## src/rtl/rx_pkg.sv

```systemverilog
// rtl/rx_pkg.sv - shared types, defaults and helpers for the receive block assembler
package rx_pkg;

   typedef enum logic {
      IDLE = 1'b0,
      FILL = 1'b1
   } rx_state_t;

   localparam int BLOCK_BYTES    = 16;
   localparam int FIFO_DEPTH     = 2;
   localparam int TIMEOUT_CYCLES = 100000;

   function automatic int clog2(input int n);
      int r;
      r = 0;
      while ((1 << r) < n) r++;
      return r;
   endfunction

endpackage

```

## src/rtl/blk_fifo.sv

```systemverilog
// rtl/blk_fifo.sv - first-word-fall-through block FIFO with occupancy count
module blk_fifo
   import rx_pkg::*;
#(
   parameter int WIDTH = 128,
   parameter int DEPTH = 2
) (
   input  logic             clk,
   input  logic             reset,
   input  logic             push,
   input  logic [WIDTH-1:0] push_data,
   input  logic             pop,
   output logic             push_ok,
   output logic             valid,
   output logic [WIDTH-1:0] head,
   output logic             full
);

   localparam int AW = (DEPTH > 1) ? clog2(DEPTH) : 1;
   localparam int CW = clog2(DEPTH + 1);

   logic [WIDTH-1:0] mem [DEPTH];
   logic [AW-1:0]    wr_ptr;
   logic [AW-1:0]    rd_ptr;
   logic [CW-1:0]    count;
   logic             do_pop;

   function automatic logic [AW-1:0] next_ptr(input logic [AW-1:0] p);
      return (p == AW'(DEPTH - 1)) ? '0 : p + AW'(1);
   endfunction

   assign valid   = (count != '0);
   assign full    = (count == CW'(DEPTH));
   assign do_pop  = pop && valid;
   // A pop in the same cycle frees the slot the push needs
   assign push_ok = push && (!full || do_pop);
   assign head    = valid ? mem[rd_ptr] : '0;

   always_ff @(posedge clk or posedge reset) begin
      if (reset) begin
         wr_ptr <= '0;
         rd_ptr <= '0;
         count  <= '0;
      end else begin
         if (push_ok) wr_ptr <= next_ptr(wr_ptr);
         if (do_pop)  rd_ptr <= next_ptr(rd_ptr);
         case ({push_ok, do_pop})
            2'b10:   count <= count + CW'(1);
            2'b01:   count <= count - CW'(1);
            default: count <= count;
         endcase
      end
   end

   always_ff @(posedge clk) begin
      if (push_ok) mem[wr_ptr] <= push_data;
   end

endmodule

```

## src/rtl/rx_block_assembler.sv

```systemverilog
// rtl/rx_block_assembler.sv - gathers UART bytes into blocks and queues them; RX_TIMEOUT_EN adds an inter-byte timeout
module rx_block_assembler
   import rx_pkg::*;
#(
   parameter int BLOCK_BYTES    = rx_pkg::BLOCK_BYTES,
   parameter int FIFO_DEPTH     = rx_pkg::FIFO_DEPTH,
   parameter int TIMEOUT_CYCLES = rx_pkg::TIMEOUT_CYCLES,
   parameter int CNT_W          = 8
) (
   input  logic                     clk,
   input  logic                     reset,
   input  logic                     byte_valid,
   input  logic [7:0]               byte_data,
   input  logic                     byte_err,
   output logic                     blk_valid,
   input  logic                     blk_ready,
   output logic [8*BLOCK_BYTES-1:0] blk_data,
   output logic                     busy,
   output logic                     fifo_full,
   output logic [CNT_W-1:0]         drop_cnt,
   output logic                     err_pulse
);

   localparam int BW = 8 * BLOCK_BYTES;
   localparam int CW = clog2(BLOCK_BYTES);

   rx_state_t   state, state_nxt;
   logic [CW-1:0] count, count_nxt;
   logic [BW-1:0] shreg;
   logic          push, push_ok, discard, timeout, good, bad, drop_inc;

   assign good = byte_valid && !byte_err;
   assign bad  = byte_valid && byte_err;
   assign busy = (count != '0);

`ifdef RX_TIMEOUT_EN
   localparam int TW = (TIMEOUT_CYCLES > 1) ? clog2(TIMEOUT_CYCLES) : 1;
   logic [TW-1:0] idle_cnt;

   always_ff @(posedge clk or posedge reset) begin
      if (reset)                            idle_cnt <= '0;
      else if (byte_valid || state != FILL) idle_cnt <= '0;
      else                                  idle_cnt <= idle_cnt + TW'(1);
   end

   // A byte on the expiry cycle wins over the timeout
   assign timeout = (state == FILL) && !byte_valid && (idle_cnt == TW'(TIMEOUT_CYCLES - 1));
`else
   assign timeout = (TIMEOUT_CYCLES < 0);
`endif

   always_comb begin
      state_nxt = state;
      count_nxt = count;
      push      = 1'b0;
      discard   = 1'b0;
      case (state)
         IDLE: begin
            if (good) begin
               state_nxt = FILL;
               count_nxt = CW'(1);
            end
         end
         FILL: begin
            if (bad || timeout) begin
               discard   = 1'b1;
               state_nxt = IDLE;
               count_nxt = '0;
            end else if (good) begin
               if (count == CW'(BLOCK_BYTES - 1)) begin
                  push      = 1'b1;
                  state_nxt = IDLE;
                  count_nxt = '0;
               end else begin
                  count_nxt = count + CW'(1);
               end
            end
         end
         default: begin
            state_nxt = IDLE;
            count_nxt = '0;
         end
      endcase
   end

   assign drop_inc = discard || (push && !push_ok);

   always_ff @(posedge clk or posedge reset) begin
      if (reset) begin
         state     <= IDLE;
         count     <= '0;
         shreg     <= '0;
         drop_cnt  <= '0;
         err_pulse <= 1'b0;
      end else begin
         state     <= state_nxt;
         count     <= count_nxt;
         err_pulse <= discard;
         if (good) shreg <= {shreg[BW-9:0], byte_data};
         if (drop_inc && drop_cnt != '1) drop_cnt <= drop_cnt + CNT_W'(1);
      end
   end

   blk_fifo #(
      .WIDTH (BW),
      .DEPTH (FIFO_DEPTH)
   ) u_fifo (
      .clk       (clk),
      .reset     (reset),
      .push      (push),
      .push_data ({shreg[BW-9:0], byte_data}),
      .pop       (blk_ready),
      .push_ok   (push_ok),
      .valid     (blk_valid),
      .head      (blk_data),
      .full      (fifo_full)
   );

endmodule

```

## config.mk

```make
export PLATFORM = sky130hd
export DESIGN_NAME = rx_block_assembler
export DESIGN_NICKNAME = d
export VERILOG_FILES = /design/src/rtl/rx_pkg.sv /design/src/rtl/blk_fifo.sv /design/src/rtl/rx_block_assembler.sv
export SDC_FILE = /design/constraint.sdc
export NUM_CORES = 1
export LEC_CHECK = 0
export BUFFER_PORTS_ARGS = -buffer_cell sky130_fd_sc_hd__buf_4
export CORE_MARGIN = 4
export CORE_UTILIZATION = 53
export CTS_BUF_LIST = sky130_fd_sc_hd__clkbuf_16
export CTS_CLUSTER_DIAMETER = 80
export DETAILED_ROUTE_END_ITERATION = 12
export PLACE_DENSITY_LB_ADDON = 0.3
export SLEW_MARGIN = 10
export SYNTH_ARGS = -nofsm -noshare
export SYNTH_HDL_FRONTEND = slang
export SYNTH_SLANG_ARGS = --single-unit
```

## constraint.sdc

```tcl
create_clock -name clk -period 10.81 [get_ports clk]
set_input_delay 1.081 -clock clk [delete_from_list [all_inputs] [get_ports clk]]
set_output_delay 1.081 -clock clk [all_outputs]
set_load 0.02 [all_outputs]
```

==> results of run 1 <==
==> state kept, by name, summed over array words and instances, names as in the netlist <==
| signal | flops |
|---|---|
| u_fifo.mem | 256 |
| u_fifo.count | 2 |
| state | 1 |
| count | 4 |
| u_fifo.rd_ptr | 1 |
| u_fifo.wr_ptr | 1 |
| drop_cnt | 8 |
| err_pulse | 1 |
| shreg | 120 |
==> layout by cell type, fill, tap and decap left out, types with 2 or more instances in the layout <==
cell type  instances
nor2_1           131
ha_1               3
edfxtp_1         256
a21oi_1            4
bufinv_16          3
and2b_2            2
o21ai_0            5
clkbuf_16         37
nor3_1             2
mux2i_1          128
nand2_1          364
and3_1             5
clkinv_1           7
dfrtp_1          137
xnor2_1            8
inv_1             16
buf_4            163
nand3_1            5
clkinv_2           7
nand4_1            5
a32o_1             3
==> worst register-to-register path, cell delays in order (launching register included) <==
cell	delay (ns)
dfrtp_1	0.42
ha_1	0.28
and3_1	0.20
nand3_1	0.20
nor2_1	0.22
and2_4	0.76
buf_4	0.85
==> metrics by stage <==
stage               power (mW)  cells  area [sq um]  hold slack (ns)
finish                    3.71   1691         17600            0.476
global route              3.87   1691         17600            0.490
CTS                       3.75   1691         17600            0.472
detailed placement        2.54   1626         16500            0.458
global placement          2.53   1626         16500            0.449
floorplan                 2.32   1143         15000            0.442
==> per-layer routing <==
layer / track usage [%] / up-vias
li1: - / 4161
met1: 25.4 / 4325
met2: 33.1 / 194
met3: 3.13 / 38
met4: 4.26 / 2
met5: 0 / -
==> power by group through the flow <==
| stage | Sequential [mW] | Clock [mW] | Combinational (mW) |
|---|---|---|---|
| after global placement | 1.91 | 0 | 0.620 |
| after detailed placement | 1.91 | 0 | 0.629 |
| final | 1.89 | 1.20 | 0.617 |
| after floorplan | 1.86 | 0 | 0.467 |
| after CTS | 1.89 | 1.23 | 0.630 |
| after global routing | 1.90 | 1.30 | 0.674 |
==> area by class of cell <==
type	instances	area (sq um)
inverters	7	31.3
well taps	378	473
multi-input cells	684	3630
clock buffers	37	926
flip-flops and latches	394	11100
clock inverters	28	196
fillers	2148	10200
repair buffers	163	1220
==> synthesized netlist by cell type <==
master and count:
xor2_1 1, nand4_1 5, xnor2_1 8, buf_2 25, nor3_1 3, buf_6 1
o31ai_1 1, nand3b_1 1, o21ai_0 5, a41o_2 1, mux2_1 1, and3_1 5
and2_1 2, nor2_1 132, mux2_4 1, mux2_2 1, dfrtp_1 138, and4b_1 1
a22oi_1 1, or2b_1 1, a21oi_1 4, o41ai_1 1, a31oi_1 1, edfxtp_1 256
clkbuf_1 22, inv_1 7, and4_1 1, and2b_2 2, mux2i_1 128, nand2_1 365
ha_1 3, nand3_1 5, nor2b_1 1, buf_4 2, buf_1 8, a32o_1 3
==> worst max path at each step <==
stage                              startpoint                          end  slack (ns)  cells after the start
global placement                   byte_valid  u_fifo.mem[1][54]$_DFFE_PP_        6.92                      6
global route        u_fifo.rd_ptr$_DFFE_PP0P_                 blk_data[32]        6.75                      4
CTS                 u_fifo.rd_ptr$_DFFE_PP0P_                 blk_data[32]        6.82                      4
detailed placement                 byte_valid  u_fifo.mem[1][36]$_DFFE_PP_        6.86                      6
floorplan                          byte_valid   u_fifo.mem[0][0]$_DFFE_PP_        3.70                      5
finish              u_fifo.rd_ptr$_DFFE_PP0P_                 blk_data[32]        6.85                      4
==> cells by family after synthesis <==
| logic type | synth area share [%] |
|---|---|
| adder cells (fa/ha/maj) | 0.250 |
| multiplexers | 8.78 |
| AND/OR/NAND/NOR | 13.6 |
| XOR/XNOR | 0.525 |
| buffers and inverters | 1.93 |
| AO/OA/AOI/OAI | 0.775 |
| flip-flops | 74.2 |
==> impl_metrics.env, run 1 <==
export IMPL_die_area_sq_um=31100
export IMPL_start_kind="register"
export IMPL_setup_worst_path_end_class="primary output"
export IMPL_cts_root_buffer="clkbuf_16"
export IMPL_worstHoldPathCells=0
export IMPL_cp_cell_sequence="buf_4 -> mux2i_1 -> nor2_1 -> buf_4"
export IMPL_grt_ovfl_total=0
export IMPL_required_ns=9.73
export IMPL_antenna_found_initial=1
export IMPL_hp_class="reg -> reg"
export IMPL_cts_inserted_buffers=37
export IMPL_slew_headroom_pct=25.5
export IMPL_finalSetupViolations=0
export IMPL_rsz0062_at_grt="false"
export IMPL_min_period_over_period_pct=36.7
export IMPL_io_pins=153
export IMPL_cp_top_family="buffers and inverters"
export IMPL_pwr_share_comb_pct=16.6
export IMPL_route_detailed_drc=0
export IMPL_postRouteAntennaNets=0
export IMPL_syn_inst=1143
export IMPL_start_util_pct=53.9
export IMPL_post_cts_setup_buffers=0
export IMPL_synth_warnings=0
export IMPL_die_w_microns=176
export IMPL_pwr_share_clk_pct=32.5
export IMPL_synth_top_area_cell="edfxtp_1"
export IMPL_worst_r2r_setup_slack_ns=7.44
export IMPL_grt_max_degree=80
export IMPL_grt_use_total_pct=19.0
export IMPL_critical_path_buf_inv_count=2
export IMPL_tritoncts="yes"
export IMPL_crit_type="reg -> out"
export IMPL_cap_violations=0
export IMPL_dr_pass1_iters=5
export IMPL_clockBufferDepth=3
export IMPL_intPower_mw=2.71
export IMPL_p_leak_nw=7.83
export IMPL_switchingPower_mw=1.00
export IMPL_drive_gt1_share_pct=17.0
export IMPL_fp_dieH_microns=176
export IMPL_cp_arrival_ns=2.88
export IMPL_worstHoldStart="shreg[114]$_DFFE_PP0P_"
export IMPL_cp_common_cell="buf_4"
export IMPL_clk_transition_reported_paths_ns=0.06
export IMPL_r2r_start="count[0]$_DFFE_PP0P_"
export IMPL_n_antenna_cell=0
export IMPL_rows=61
export IMPL_grt_pass1_wl_microns=47100
export IMPL_outcome="completed"
export IMPL_ctsHtreeMaxLevel=2
export IMPL_first_global_vias=8987
export IMPL_synth_top_area_share_pct=51.2
export IMPL_ys_seq_area_share_pct=74.2
export IMPL_tns_ns=0
export IMPL_via_count=8720
export IMPL_finalMaxSlewViolations=0
export IMPL_cts_sinks=394
export IMPL_cp_max_fo=60
export IMPL_reg2reg_depth=6
export IMPL_clk_latency_ns=0.50
export IMPL_area_delta_synth_final_pct=17.3
export IMPL_max_slew_worst_pin_slew_ns=1.12
export IMPL_ys_ff_latch=394
export IMPL_routed_wl_microns=29200
export IMPL_dp_hpwl_microns=17100
export IMPL_clock_skew_ns=0.00700
export IMPL_netlist_area_sq_um=15000
export IMPL_final_util_pct=63.3
export IMPL_cts_hold_buf=0
export IMPL_met2_wirelength_microns=14900
export IMPL_globalplace_congestion=0.750
export IMPL_p_seq_share_pct=50.9
export IMPL_post_cts_resized=0
export IMPL_holdPathEnd="u_fifo.mem[0][122]$_DFFE_PP_"
export IMPL_irDropWorstVdd_mv=0.119
export IMPL_dr_wl_met3_microns=1370
export IMPL_drt_iter0_drc=614
export IMPL_core_area_sq_um=27900
export IMPL_hold_viol=0
export IMPL_power_density_nw_per_um2=210
export IMPL_port_buffers=152
export IMPL_yosys_cell_types_count=36
export IMPL_drt_vias_per_instance=5.16
export IMPL_nNetsFinal=1303
export IMPL_crit_slowest_cell="buf_4"
export IMPL_pre_cts_ws_ns=6.86
export IMPL_avgRoutedWirePerCell_microns=17.3
export IMPL_r2r_end="u_fifo.mem[1][50]$_DFFE_PP_"
export IMPL_m1WireLength_microns=12500
export IMPL_slowest_delay_ns=0.93
export IMPL_synth_area_top_cells="edfxtp_1, dfrtp_1, nand2_1, mux2i_1, nor2_1"
export IMPL_switching_share_pct=27.0
export IMPL_highest_layer="met5"
export IMPL_syn_area_per_cell_sq_um=13.1
export IMPL_fin_ws_ns=6.85
export IMPL_syn_nets=1159
export IMPL_finalCriticalPeriod_ns=3.96
export IMPL_max_freq_mhz=252
(Power assumes the default switching activity.)
==> inputs of run 2 (changes only) <==
==> constraint.sdc (replaced) <==
create_clock -name clk -period 3.4 [get_ports clk]
set_input_delay 0.34 -clock clk [delete_from_list [all_inputs] [get_ports clk]]
set_output_delay 0.34 -clock clk [all_outputs]
set_load 0.02 [all_outputs]
==> impl_metrics.env, run 2 (synthesis gave the netlist of run 1 again) <==
export IMPL_clk_latency_ns=0.52
export IMPL_postRouteAntennaNets=0
export IMPL_final_util_pct=64.0
export IMPL_slew_headroom_pct=38.9
export IMPL_routed_wl_microns=30000
export IMPL_placed_area_sq_um=16600
export IMPL_via_count=8916
export IMPL_largest_reg_flops=256
export IMPL_start_util_pct=53.9
export IMPL_dr_pass1_iters=4
export IMPL_clk_transition_reported_paths_ns=0.06
export IMPL_grt_pass1_wl_microns=47700
export IMPL_setup_worst_path_end_class="primary output"
export IMPL_drive_gt1_share_pct=17.5
export IMPL_finalSetupViolations=0
export IMPL_avgRoutedWirePerCell_microns=17.6
export IMPL_io_pins=153
export IMPL_max_slew_worst_pin_slew_ns=0.916
export IMPL_n_antenna_cell=0
export IMPL_finalCriticalPeriod_ns=2.47
export IMPL_cp_common_cell="buf_4"
export IMPL_reg_largest_list="u_fifo.mem: 256 flops, shreg: 120 flops, drop_cnt: 8 flops"
export IMPL_hold_slack_ns=0.0234
export IMPL_start_kind="register"
export IMPL_nNetsFinal=1313
export IMPL_area_delta_synth_final_pct=18.6
export IMPL_power_density_nw_per_um2=668
export IMPL_globalplace_congestion=0.763
export IMPL_p_leak_nw=7.92
export IMPL_hp_class="in -> reg"
export IMPL_cp_cell_sequence="buf_4 -> mux2i_1 -> nor2_1 -> buf_4"
export IMPL_critical_path_buf_inv_count=2
export IMPL_finalMaxSlewViolations=0
export IMPL_required_ns=3.06
export IMPL_max_freq_mhz=405
export IMPL_cts_sinks=394
export IMPL_cp_top_family="buffers and inverters"
export IMPL_dp_hpwl_microns=18100
export IMPL_slowest_delay_ns=0.54
export IMPL_worstHoldStart="byte_data[7]"
export IMPL_drt_iter0_drc=697
export IMPL_post_cts_setup_buffers=0
export IMPL_port_buffers=152
export IMPL_r2r_start="count[0]$_DFFE_PP0P_"
export IMPL_crit_type="reg -> out"
export IMPL_regMostFlops="u_fifo.mem"
export IMPL_antenna_found_initial=0
export IMPL_die_area_sq_um=31100
export IMPL_core_area_sq_um=27900
export IMPL_grt_max_degree=79
export IMPL_final_common_cell="nand2_1"
export IMPL_layout_common_cells="nand2_1, edfxtp_1, buf_4, dfrtp_1, nor2_1"
export IMPL_cts_root_buffer="clkbuf_16"
export IMPL_cts_inserted_buffers=38
export IMPL_outcome="completed"
export IMPL_clock_skew_ns=0.0175
export IMPL_ctsHtreeMaxLevel=2
export IMPL_cp_max_fo=30
export IMPL_fp_dieH_microns=176
export IMPL_route_detailed_drc=0
export IMPL_crit_slowest_cell="dfrtp_4"
export IMPL_grt_ovfl_total=0
export IMPL_cp_arrival_ns=2.13
export IMPL_rsz0062_at_grt="false"
export IMPL_irDropWorstVdd_mv=0.448
export IMPL_final_area_sq_um=17800
export IMPL_die_w_microns=176
export IMPL_hold_viol=0
export IMPL_cap_violations=0
export IMPL_grt_use_total_pct=19.2
export IMPL_drt_vias_per_instance=5.23
export IMPL_clockBufferDepth=3
export IMPL_min_period_over_period_pct=72.6
export IMPL_cp_startpoint="u_fifo.rd_ptr$_DFFE_PP0P_"
export IMPL_first_global_vias=8932
export IMPL_tritoncts="yes"
export IMPL_rows=61
==> run 2: cell count changes in the layout (fill, tap and decap cells not counted), sizes merged <==
cell,previous run,this run
bufinv,3,2
dlygate4sd3,0,2
clkbuf,37,39
inv,17,21
buf,163,170
clkinv,14,13
==> run 2: where the power goes <==
group	switching [mW]	internal, mW	total (mW)
sequential	0.396	5.56	5.96
combinational	1.17	0.875	2.04
clock	1.67	2.23	3.90
==> run 2: routing by layer <==
metal / share of wire [%] / GRT usage (%)
met4: 1.8 / 5.16
met2: 49 / 31.4
met3: 4.4 / 3.04
met1: 45 / 27.4
met5: 0 / 0
==> run 2: worst register-to-register path, delay by kind of cell, from the launching register on <==
| kind | cells | cell delay, ns |
|---|---|---|
| simple gates | 4 | 0.85 |
| fa+ha+maj | 1 | 0.19 |
| flops | 1 | 0.44 |
| buf+inv | 1 | 0.40 |
==> run 2: final timing paths <==
check | end | slack (ns) | cells past startpoint
setup / recovery | blk_data[93] | 0.93 | 4
hold / removal | u_fifo.mem[0][7]$_DFFE_PP_ | 0.02 | 1
setup reg to reg | u_fifo.mem[1][60]$_DFFE_PP_ | 1.06 | 6
hold reg to reg | u_fifo.mem[0][123]$_DFFE_PP_ | 0.48 | 0
max in group asynchronous | u_fifo.rd_ptr$_DFFE_PP0P_ | 2.19 | 4
min in group asynchronous | shreg[55]$_DFFE_PP0P_ | 0.48 | 3
==> run 2: per-stage QoR <==
stage               std cells  worst slack [ns]  TNS (ns)  power (mW)
finish                   1704             0.931         0        11.9
global route             1704             0.811         0        12.4
CTS                      1704             0.918         0        12.0
global placement         1633              1.11         0        8.06
floorplan                1143            -0.971   -124.33        7.40
detailed placement       1633              1.07         0        8.11
==> run 2: final cells by class <==
class,count,area [sq um]
Clock buffer,39,976
Clock inverter,30,180
Fill cell,2057,10000
Inverter,7,30.0
Multi-Input combinational cell,684,3660
Sequential cell,394,11100
Tap cell,378,473
Timing Repair Buffer,172,1360
==> run 2: what timing repair did <==
action | CTS | global route
resized for setup | 0 | 0
hold buffers | 2 | 0
hold endpoints to repair | 24 | 0
==> inputs of run 3 (changes only) <==
==> constraint.sdc (replaced) <==
create_clock -name clk -period 2 [get_ports clk]
set_input_delay 0.2 -clock clk [delete_from_list [all_inputs] [get_ports clk]]
set_output_delay 0.2 -clock clk [all_outputs]
set_load 0.02 [all_outputs]
==> impl_metrics.env, run 3 (synthesis gave the netlist of run 1 again) <==
export IMPL_grt_use_total_pct=21.2
export IMPL_start_util_pct=53.9
export IMPL_r2r_start="u_fifo.count[0]$_DFFE_PP0P_"
export IMPL_rows=61
export IMPL_clk_latency_ns=0.53
export IMPL_required_ns=1.80
export IMPL_r2r_end="u_fifo.mem[1][23]$_DFFE_PP_"
export IMPL_worstHoldStart="blk_ready"
export IMPL_setup_worst_path_end_class="primary output"
export IMPL_layout_common_cells="nand2_1, edfxtp_1, dfrtp_1, buf_4, nor2_1"
export IMPL_clock_skew_ns=0.0207
export IMPL_nNetsFinal=1372
export IMPL_die_w_microns=176
export IMPL_crit_type="reg -> out"
export IMPL_io_pins=153
export IMPL_outcome="finished, violations left"
export IMPL_finalMaxSlewViolations=0
export IMPL_placed_cells=1639
export IMPL_globalplace_congestion=0.807
export IMPL_antenna_found_initial=1
export IMPL_postRouteAntennaNets=0
export IMPL_rsz0062_at_grt="true"
export IMPL_drt_vias_per_instance=5.35
export IMPL_worstHoldPathCells=3
export IMPL_finalNonFillerCells=1765
export IMPL_start_kind="register"
export IMPL_max_slew_worst_pin_slew_ns=0.581
export IMPL_final_common_cell="nand2_1"
export IMPL_power_density_nw_per_um2=1160
export IMPL_cp_arrival_ns=1.95
export IMPL_grt_ovfl_total=0
export IMPL_first_global_vias=9194
export IMPL_min_period_over_period_pct=107
export IMPL_cts_sinks=394
export IMPL_clockBufferDepth=3
export IMPL_irDropWorstVdd_mv=0.669
export IMPL_port_buffers=152
export IMPL_reg2reg_depth=6
export IMPL_max_freq_mhz=465
export IMPL_violations="negative setup slack"
export IMPL_final_util_pct=71.0
export IMPL_clk_transition_reported_paths_ns=0.06
export IMPL_dr_pass1_iters=7
export IMPL_fp_dieH_microns=176
export IMPL_slew_headroom_pct=61.3
export IMPL_ctsHtreeMaxLevel=2
export IMPL_worst_r2r_setup_slack_ns=0.08
export IMPL_drive_gt1_share_pct=28.0
export IMPL_route_detailed_drc=0
export IMPL_finalCriticalPeriod_ns=2.15
export IMPL_routed_wl_microns=36500
export IMPL_drt_iter0_drc=867
export IMPL_grt_pass1_wl_microns=51600
export IMPL_p_leak_nw=8.45
export IMPL_total_power_mw=22.9
export IMPL_area_delta_synth_final_pct=31.6
export IMPL_fin_ws_ns=-0.149
export IMPL_avgRoutedWirePerCell_microns=20.7
export IMPL_via_count=9445
export IMPL_regMostFlops="u_fifo.mem"
export IMPL_cts_inserted_buffers=39
export IMPL_core_area_sq_um=27900
export IMPL_cap_violations=0
export IMPL_holdPathEnd="u_fifo.rd_ptr$_DFFE_PP0P_"
export IMPL_cts_root_buffer="clkbuf_16"
export IMPL_finalSetupViolations=94
export IMPL_hold_viol=0
export IMPL_die_area_sq_um=31100
export IMPL_reg_largest_list="u_fifo.mem: 256 flops, shreg: 120 flops, drop_cnt: 8 flops"
export IMPL_hp_class="in -> reg"
export IMPL_largest_reg_flops=256
export IMPL_cp_max_fo=5
export IMPL_fill_cells=1801
export IMPL_grt_max_degree=123
export IMPL_tritoncts="yes"
export IMPL_n_antenna_cell=0
export IMPL_dp_hpwl_microns=17700
## run 3: cell count changes in the layout (fill, tap and decap cells not counted), sizes merged
cell         change
clkinv           +2
clkbuf          +13
dlygate4sd3      +8
buf             +37
inv              +1
## run 3: final cells by class
| cell class | count | area, sq um | area share [%] |
|---|---|---|---|
| multi-input cells | 684 | 4280 | 21.6 |
| repair buffers | 230 | 2670 | 13.5 |
| inverters | 7 | 30.0 | 0.152 |
| clock inverters | 33 | 201 | 1.02 |
| well taps | 378 | 473 | 2.39 |
| clock buffers | 39 | 976 | 4.94 |
| flip-flops and latches | 394 | 11100 | 56.4 |
## run 3: how the worst max path moves through the flow
stage | start | slack, ns | end
after floorplan | count[1]$_DFFE_PP0P_ | -2.37 | u_fifo.mem[0][0]$_DFFE_PP_
after global placement | count[1]$_DFFE_PP0P_ | 0.06 | u_fifo.mem[1][45]$_DFFE_PP_
after detailed placement | count[1]$_DFFE_PP0P_ | 0.05 | u_fifo.mem[1][45]$_DFFE_PP_
after CTS | u_fifo.rd_ptr$_DFFE_PP0P_ | -0.12 | blk_data[33]
after global routing | u_fifo.rd_ptr$_DFFE_PP0P_ | -0.20 | blk_data[90]
final | u_fifo.rd_ptr$_DFFE_PP0P_ | -0.15 | blk_data[90]
## run 3: critical path, cell delays in order, from the launching register on
cell and delay, ns:
dfrtp_4 0.53, buf_12 0.16, buf_12 0.14, clkbuf_16 0.16
mux2i_1 0.13, nor2_1 0.14, buf_4 0.17
## run 3: metal layers
layer | global-route usage, % | vias up | wire length (microns)
met3 | 3.43 | 64 | 2080
li1 | - | 4323 | -
met4 | 4.80 | 2 | 919
met2 | 36.0 | 337 | 18800
met5 | 0 | - | 17
met1 | 29.3 | 4719 | 14700
## run 3: report_power, final
part | leakage [nW] | internal [mW] | switching, mW
logic | 3.64 | 3.14 | 2.92
registers | 4.18 | 9.46 | 0.647
clock network | 0.634 | 3.81 | 2.94
total | 8.45 | 16.4 | 6.50
## run 3: per-stage QoR
stage,hold slack [ns],cell area (sq um),setup TNS (ns),setup WS [ns]
2_1_floorplan,0.299,15100,-359.82,-2.37
3_3_place_gp,0.371,16800,0,0.0600
3_5_place_dp,0.374,16800,0,0.0492
4_1_cts,0.00888,19000,-5.10,-0.121
5_1_grt,0.0173,19800,-11.99,-0.196
6_report,0.0232,19800,-4.22,-0.149
## run 3: what timing repair did
item / 4_1_cts / 5_1_grt
buffers inserted: 12 / 9
gates cloned: 11 / 17
gates resized for setup: 104 / 101
hold buffers: 10 / 0
setup endpoints to repair: 94 / 248
endpoints found under the hold margin: 163 / 0
pin swaps: 5 / 15
